[src/rtl/frame_ram_arbiter.sv]
// frame_ram_arbiter: shares one frame RAM port between the VGA reader (visible) and the serial writer (blanking).
// Define FRAME_RAM_ARB_STALL_CNT_EN to add stall_cnt, a saturating count of cycles the writer was held off.
module frame_ram_arbiter #(
   parameter  int RAM_WIDTH = 32,
   parameter  int N_BITS    = 480*360*24,
   localparam int RAM_DEPTH = N_BITS/RAM_WIDTH,
   localparam int ADDR_BITS = $clog2(RAM_DEPTH),
   localparam logic [ADDR_BITS-1:0] MAX_ADDR = ADDR_BITS'(RAM_DEPTH-1)
) (
   input  logic                 clk,
   input  logic                 rst,
   input  logic                 visible,
   input  logic                 frame_start,
   input  logic [RAM_WIDTH-1:0] wr_data,
   input  logic                 wr_valid,
   output logic                 wr_ready,
   output logic                 wr_frame_done,
   output logic [ADDR_BITS-1:0] ram_addr,
   output logic                 ram_we,
   output logic [RAM_WIDTH-1:0] ram_wdata,
   input  logic [RAM_WIDTH-1:0] ram_rdata,
`ifdef FRAME_RAM_ARB_STALL_CNT_EN
   output logic [15:0]          stall_cnt,
`endif
   output logic [RAM_WIDTH-1:0] data_out,
   output logic                 rd_valid
);
   localparam logic [1:0] IDLE  = 2'd0;
   localparam logic [1:0] READ  = 2'd1;
   localparam logic [1:0] WRITE = 2'd2;

   logic [1:0]           state_q, state_d;
   logic [ADDR_BITS-1:0] rd_ptr_q, rd_ptr_d, wr_ptr_q, wr_ptr_d;
   logic [RAM_WIDTH-1:0] data_q, data_d;
   logic                 issued_q, rd_valid_q, done_q, done_d;
   logic                 rd_st, wr_st, wr_acc;

   assign rd_st = state_q == READ;
   assign wr_st = state_q == WRITE;
   // visible withdraws ready combinationally so a write never lands in a read cycle
   assign wr_ready = wr_st & ~visible;
   assign wr_acc = wr_valid & wr_ready;
   assign ram_addr = rd_st ? rd_ptr_q : wr_st ? wr_ptr_q : '0;
   assign ram_we = wr_acc;
   assign ram_wdata = wr_st ? wr_data : '0;
   assign data_out = data_q;
   assign rd_valid = rd_valid_q;
   assign wr_frame_done = done_q;

   always_comb begin
      state_d  = visible ? READ : (wr_valid & (state_q == IDLE | wr_st)) ? WRITE : IDLE;
      rd_ptr_d = frame_start ? '0 : rd_st ? ((rd_ptr_q == MAX_ADDR) ? '0 : rd_ptr_q + 1'b1) : rd_ptr_q;
      wr_ptr_d = wr_acc ? ((wr_ptr_q == MAX_ADDR) ? '0 : wr_ptr_q + 1'b1) : wr_ptr_q;
      done_d   = wr_acc & (wr_ptr_q == MAX_ADDR);
      data_d   = issued_q ? ram_rdata : '0;
   end

   always_ff @(posedge clk or posedge rst) begin
      if (rst) begin
         state_q    <= IDLE;
         rd_ptr_q   <= '0;
         wr_ptr_q   <= '0;
         issued_q   <= 1'b0;
         rd_valid_q <= 1'b0;
         data_q     <= '0;
         done_q     <= 1'b0;
      end else begin
         state_q    <= state_d;
         rd_ptr_q   <= rd_ptr_d;
         wr_ptr_q   <= wr_ptr_d;
         issued_q   <= rd_st;
         rd_valid_q <= issued_q;
         data_q     <= data_d;
         done_q     <= done_d;
      end
   end

`ifdef FRAME_RAM_ARB_STALL_CNT_EN
   logic [15:0] stall_q, stall_d;

   assign stall_d = frame_start ? '0 : (wr_valid & ~wr_ready & ~&stall_q) ? stall_q + 1'b1 : stall_q;
   assign stall_cnt = stall_q;

   always_ff @(posedge clk or posedge rst) begin
      if (rst) stall_q <= '0;
      else     stall_q <= stall_d;
   end
`endif
endmodule

[config.mk]
export PLATFORM = sky130hd
export DESIGN_NAME = frame_ram_arbiter
export DESIGN_NICKNAME = d
export VERILOG_FILES = /design/src/rtl/frame_ram_arbiter.sv
export SDC_FILE = /design/constraint.sdc
export NUM_CORES = 1
export LEC_CHECK = 0
export ABC_AREA = 1
export CORE_MARGIN = 3
export CORE_UTILIZATION = 40
export DETAILED_ROUTE_END_ITERATION = 8
export PLACE_DENSITY_LB_ADDON = 0.15
export SYNTH_ARGS = -nofsm -noshare
export SYNTH_HDL_FRONTEND = slang
export SYNTH_SLANG_ARGS = --single-unit
[constraint.sdc]
create_clock -name clk -period 2.2 [get_ports clk]
set_input_delay 0.44 -clock clk [delete_from_list [all_inputs] [get_ports clk]]
set_output_delay 0.44 -clock clk [all_outputs]
set_load 0.005 [all_outputs]
==> results of run 1 <==
path summary, 6_finish.rpt:
| path | from | endpoint | slack [ns] | depth (start not counted) |
|---|---|---|---|---|
| setup / recovery | state_q[1]$_DFF_PP0_ | ram_we | 0.07 | 5 |
| hold / removal | wr_valid | state_q[1]$_DFF_PP0_ | 0.41 | 3 |
| setup reg to reg | rd_ptr_q[1]$_DFFE_PP0P_ | rd_ptr_q[14]$_DFFE_PP0P_ | 0.47 | 8 |
| hold reg to reg | state_q[0]$_DFF_PP0_ | state_q[1]$_DFF_PP0_ | 0.45 | 1 |
| max in group asynchronous | rst | rd_ptr_q[16]$_DFFE_PP0P_ | 1.25 | 3 |
| min in group asynchronous | rst | data_out[1]$_DFF_PP0_ | 0.46 | 2 |
Yosys cell counts, types with 2 or more instances:
cell,n
o21ai_2,10
inv_2,4
and2_1,2
o21ai_0,15
a21oi_1,5
buf_6,4
dfrtp_1,71
nand3_1,26
clkbuf_1,7
xor2_1,11
nor2_1,75
nor3_1,4
inv_1,111
nand2_1,127
o22ai_1,8
nor2_2,4
nand4_1,15
ha_1,2
routing by layer:
metal,global-route usage,vias to the layer above
li1,-,1888
met1,0.260,1750
met2,0.349,177
met3,0.0633,21
met4,0.0760,0
met5,0,-
sequential cells by signal, summed over array words and instances (netlist names):
| name | cells |
|---|---|
| data_out | 32 |
| rd_ptr_q | 17 |
| wr_ptr_q | 17 |
| state_q | 2 |
| issued_q | 1 |
| rd_valid | 1 |
| wr_frame_done | 1 |
repair_timing:
| item | 4_1_cts | 5_1_grt |
|---|---|---|
| resized for setup | 34 | 32 |
| pin swaps | 1 | 0 |
| gates cloned | 1 | 1 |
| setup endpoints to repair | 50 | 28 |
| endpoints found under the hold margin | 0 | 0 |
| buffers inserted | 2 | 2 |
worst min-delay path: cells and delay by family:
kind / cells / cell delay, ns
simple gates: 1 / 0.04
buf+inv: 2 / 0.25
logic make-up (layout without fill, tap and decap cells):
group	count (synthesis)	count (layout)	synth area share
DFF	71	71	0.463
AOI/OAI and AO/OA	40	40	0.0649
buffers and inverters	130	300	0.142
xor gates and xnor gates	12	12	0.0274
adders and majority gates	2	2	0.00652
and+or+nand+nor	261	261	0.296
through the flow:
stage / hold slack [ns] / total power (W) / setup WS (ns)
after global routing: 0.408 / 0.00300 / 0.00760
after floorplan: 0.426 / 0.00159 / 0.568
after CTS: 0.448 / 0.00288 / 0.000561
final: 0.411 / 0.00285 / 0.0662
after global placement: 0.438 / 0.00187 / 0.00526
after detailed placement: 0.454 / 0.00188 / 0.00475
area by class of cell:
cell class | count | area (um2) | share of cell area
Timing Repair Buffer | 168 | 1780 | 0.303
Inverter | 116 | 452 | 0.0767
Multi-Input combinational cell | 315 | 1530 | 0.260
Clock inverter | 4 | 30.0 | 0.00510
Sequential cell | 71 | 1780 | 0.302
Tap cell | 129 | 161 | 0.0274
Clock buffer | 12 | 155 | 0.0264
where the power goes:
part	internal (W)	total [W]	switching (W)
sequential	0.00136	0.00142	0.0000530
clock	0.000474	0.000991	0.000518
combinational	0.000254	0.000441	0.000187
==> impl_metrics.tcl, run 1 <==
set metrics [dict create \
    peakVddDrop_uv 323 \
    synth_cell_types 33 \
    max_clock_freq_ghz 0.469 \
    path_class "reg2out" \
    coreArea_mm2 0.00928 \
    synth_largest_area_cell "dfrtp_1" \
    slew_violations 0 \
    h-tree-depth 3 \
    worstPathRequired_ns 1.76 \
    fin_util 0.634 \
    gp_congestion 0.890 \
    final_cell_area_mm2 0.00589 \
    routed.top_layer "met4" \
    power_density_mw_per_mm2 484 \
    antenna_found_initial 0 \
    drc 0 \
    arrival_ns 1.69 \
    drt-met1-wl_mm 4.85 \
    cts-root-buf "clkbuf_8" \
    wl_per_cell_um 14.0 \
    syn-instance-count 516 \
    worst_pin_slew_ns 0.968 \
    drtIter0Drc 217 \
    num_vias 3836 \
    ys_warn_count 0 \
    slowest_stage "clkdlybuf4s50_1" \
    yosysSeqAreaShare 0.463 \
    die_h_um 104 \
    routed_wl_mm 11.4 \
    diodes 0 \
    setup_viol 0 \
    final_common_cell "nand2_1" \
    avgSynthCellArea_um2 7.44 \
    insertion_delay_ns 0.35 \
    maxCapViolations 0 \
    ant_nets 0 \
    synth_area_mm2 0.00384 \
    synth_edf_count 0 \
    hold_path.class "in2reg" \
    start_util 0.413 \
    clk_pin_slew_worst_paths_ns 0.08 \
    grt_util_all_layers 0.210 \
    crit_path_end_kind "primary output" \
    syn_nets 587 \
    grt_pass1_wl_mm 18.3 \
    grt_max_degree 34 \
    nets 752 \
    met3_wirelength_um 957 \
    die_w_um 104 \
    syn_to_final_growth_pct 53.4 \
    crit_buf_inv 4 \
    rsz0062_at_grt "false" \
    avgViaCountPerCell 4.71 \
    clk_path_buf_depth 2 \
    cp-start-kind "flip-flop" \
    overflow 0 \
    critPathMaxStageDelay_ns 0.53 \
    fin_skew_ns 0.00939 \
    period_share 0.970 \
    rows 35 \
    crit_chain "buf_6 > buf_6 > nand4_4 > inv_1 > clkdlybuf4s50_1" \
    clock_sinks 71 \
    netlist.area_leader.share 0.463 \
    fillers 825 \
    finalHoldViolations 0 \
    cts_hold_buf 0 \
    outcome "finished, final reports clean" \
    port_buffers 153 \
    crit_fanout 8 \
    io_pins 154 \
    tns_ns 0 \
    cp_common_cell "buf_6" \
    tritoncts "yes" \
    grt_pass1_vias 3735 \
    layout-drive-gt1-share 0.0904 \
    dp_hpwl_mm 8.55 \
    ys_seq_elements 71 \
    placed_area_mm2 0.00554 \
    critical_path.top_delay_family "buffers and inverters" \
    period_minus_slack_ns 2.13 \
    final_cell_mix "nand2_1 (126), inv_1 (109), clkdlybuf4s50_1 (101)" \
    dpl.cell_count 793 \
    wl_met2_mm 5.30 \
    finalNonFillerCells 815 \
    relSlewSlack 0.354 \
    die-area_mm2 0.0108 \
    yosys-top-cells-area "dfrtp_1 (46%), nand2_1 (12%), inv_1 (11%), nor2_1 (7.3%), nand3_1 (3.4%)" \
    numCtsBuffers 9 \
    synth-async-reset-ratio 1.00 \
    p_leak_nw 3.58 \
    first_pass_iters 5 \
    ys.flop_type "dfrtp_1" \
]
Note: power is estimated with default switching activity, not from simulation.
==> run 2, diff against run 1 <==
Settings changed: CTS_CLUSTER_DIAMETER set to 50.
==> results of run 2 <==
Same layout as run 1: the final DEF is identical, and so are final timing and power.
==> run 3, diff against run 2 <==
Settings changed: ABC_AREA 1 to not set, CAP_MARGIN set to 20, CORE_UTILIZATION 40 to 38.
==> run 3 against run 2 <==
- the run now ends with setup timing left
- synthesized area shrank 11%
- core utilization is 0.079 points higher
- sequential power about the same
- die area fell by 6.2%
- highest routed layer unchanged
- maximum frequency is 5.9% lower
==> impl_metrics.tcl, run 3 <==
set metrics [dict create \
    r2r_start "rd_ptr_q[0]$_DFFE_PP0P_" \
    clk_path_buf_depth 2 \
    worst_pin_slew_ns 0.914 \
    drtIter0Drc 91 \
    die_h_um 101 \
    syn_to_final_growth_pct 57.7 \
    critPathMaxStageDelay_ns 0.49 \
    arrival_ns 1.83 \
    ys.flop_type "dfrtp_1" \
    netlist.area_leader.share 0.521 \
    yosys-top-cells-area "dfrtp_1 (52%), and2_1 (12%), a22o_1 (4.9%), nand2_1 (3.2%), nand3_1 (2.6%)" \
    die-area_mm2 0.0101 \
    diodes 0 \
    setup_ws_ns -0.0681 \
    clock_sinks 71 \
    synth_adder_area_share 0.00734 \
    yosys.area_share.simple 0.285 \
    setup_viol 37 \
    grt_pass1_vias 2943 \
    port_buffers 153 \
    grt_pass1_wl_mm 15.0 \
    cp_common_cell "buf_4" \
    critical_path.top_delay_family "buffers and inverters" \
    hold_path.class "in2async" \
    crit_cells 5 \
    violations "setup timing" \
    tritoncts "yes" \
    synth_cell_types 42 \
    slowest_stage "clkdlybuf4s50_1" \
    max_clock_freq_ghz 0.441 \
    ys_warn_count 0 \
    num_vias 3045 \
    crit_path_end_kind "primary output" \
    outcome "complete, but fails checks" \
    crit_buf_inv 3 \
    synth_area_mm2 0.00341 \
    slew_violations 0 \
    hold_slack_ns 0.443 \
    cp-start-kind "flip-flop" \
    relSlewSlack 0.388 \
    rsz0062_at_grt "true" \
    reg2reg_slack_ns 0.29 \
    synth_top_family_by_area "simple AND/OR/NAND/NOR gates" \
    overflow 0 \
    nets 572 \
    tns_ns -1.42 \
    first_pass_iters 4 \
    synth_xor_area_frac 0.0386 \
    cts-root-buf "clkbuf_8" \
    yosysSeqAreaShare 0.521 \
    p_leak_nw 2.37 \
    period_share 1.03 \
    maxCapViolations 0 \
    r2r_end "rd_ptr_q[13]$_DFFE_PP0P_" \
    layout-drive-gt1-share 0.0832 \
    syn_nets 408 \
    worstRegToRegCells 6 \
    insertion_delay_ns 0.34 \
    drc 0 \
    crit_path_end "ram_wdata[2]" \
    die_w_um 101 \
    fin_skew_ns 0.00417 \
    synth_compound_area_frac 0.0988 \
    ys_seq_elements 71 \
    syn-instance-count 337 \
    avgSynthCellArea_um2 10.1 \
    power_density_mw_per_mm2 536 \
    avgViaCountPerCell 4.99 \
    finalHoldViolations 0 \
    start_util 0.403 \
    wl_per_cell_um 15.6 \
    placed_area_mm2 0.00513 \
    crit_chain "nor2b_4 > buf_4 > buf_4 > and2_1 > clkdlybuf4s50_1" \
    dp_hpwl_mm 7.23 \
    ys_top_cells_by_count "dfrtp_1 (71), and2_1 (65), nand2_1 (29), a22o_1 (19)" \
    largest_reg_flops 32 \
    io_pins 154 \
    routed_wl_mm 9.49 \
    ant_nets 0 \
    grt_util_all_layers 0.189 \
    synth_mux_area_frac 0.0147 \
    synth_largest_area_cell "dfrtp_1" \
    final_cell_area_mm2 0.00537 \
    period_minus_slack_ns 2.27 \
    fin_util 0.635 \
    synth_edf_count 0 \
    synth.most_common_cell "dfrtp_1" \
    clk_pin_slew_worst_paths_ns 0.08 \
    coreArea_mm2 0.00846 \
    critPathLaunch "state_q[0]$_DFF_PP0_" \
    crit_fanout 8 \
    antenna_found_initial 0 \
    worstPathRequired_ns 1.76 \
    peakVddDrop_uv 304 \
    gp_congestion 0.884 \
    grt_max_degree 40 \
    path_class "reg2out" \
    final_common_cell "clkdlybuf4s50_1" \
    final_cell_mix "clkdlybuf4s50_1 (140), dfrtp_1 (70), and2_1 (65)" \
    h-tree-depth 3 \
    rows 33 \
    synth-async-reset-ratio 1.00 \
    fillers 701 \
    numCtsBuffers 9 \
]
-- run 3: power breakdown --
group	switching, W	internal (W)	total [W]
clock	0.000497	0.000634	0.00113
combinational	0.000121	0.000238	0.000360
sequential	0.0000407	0.00135	0.00139
total	0.000659	0.00222	0.00288
-- run 3: area by class of cell --
class	instances	area (um2)	share of cell area
clock buffers	10	128	0.0237
clock inverters	5	83.8	0.0156
inverters	6	26.3	0.00489
multi-input cells	242	1530	0.285
flip-flops and latches	71	1780	0.331
well taps	105	131	0.0244
repair buffers	171	1700	0.316
-- run 3: metrics by stage --
stage                     power, W  setup WS, ns  instances
after floorplan            0.00152         0.524        337
after global placement     0.00177        0.0138        593
after detailed placement   0.00178        0.0167        593
after CTS                  0.00292       -0.0897        610
after global routing       0.00302        -0.177        610
final                      0.00288       -0.0681        610
-- run 3: worst min path at each step --
stage	endpoint	slack, ns	depth (start not counted)
after global placement	state_q[1]$_DFF_PP0_	0.49	1
after global routing	data_out[28]$_DFF_PP0_	0.45	2
after floorplan	rd_valid$_DFF_PP0_	0.41	0
final	data_out[8]$_DFF_PP0_	0.44	2
after CTS	data_out[8]$_DFF_PP0_	0.43	2
after detailed placement	state_q[1]$_DFF_PP0_	0.49	1
-- run 3: kinds of logic (layout without fill, tap and decap cells) --
| family | after synthesis | in the layout |
|---|---|---|
| AND/OR/NAND/NOR | 171 | 171 |
| adder cells (fa/ha/maj) | 2 | 2 |
| XOR/XNOR | 15 | 15 |
| multiplexers | 5 | 5 |
| AO/OA/AOI/OAI | 49 | 49 |
| flip-flops | 71 | 71 |
| buffers and inverters | 24 | 192 |
-- run 3: per-layer routing --
layer  track usage  wire, um  share of wire  up-vias
li1              -         -              -     1483
met1         0.231      3810           0.40     1471
met2         0.330      5010           0.53       83
met3        0.0498       586          0.062        8
met4        0.0497        75         0.0079        0
met5             0         0              0        -
-- run 3: repair_timing --
item | CTS | global route
hold buffers | 0 | 0
endpoints found under the setup margin | 50 | 42
gates cloned | 1 | 0
setup buffers | 1 | 0
gates resized for setup | 16 | 4
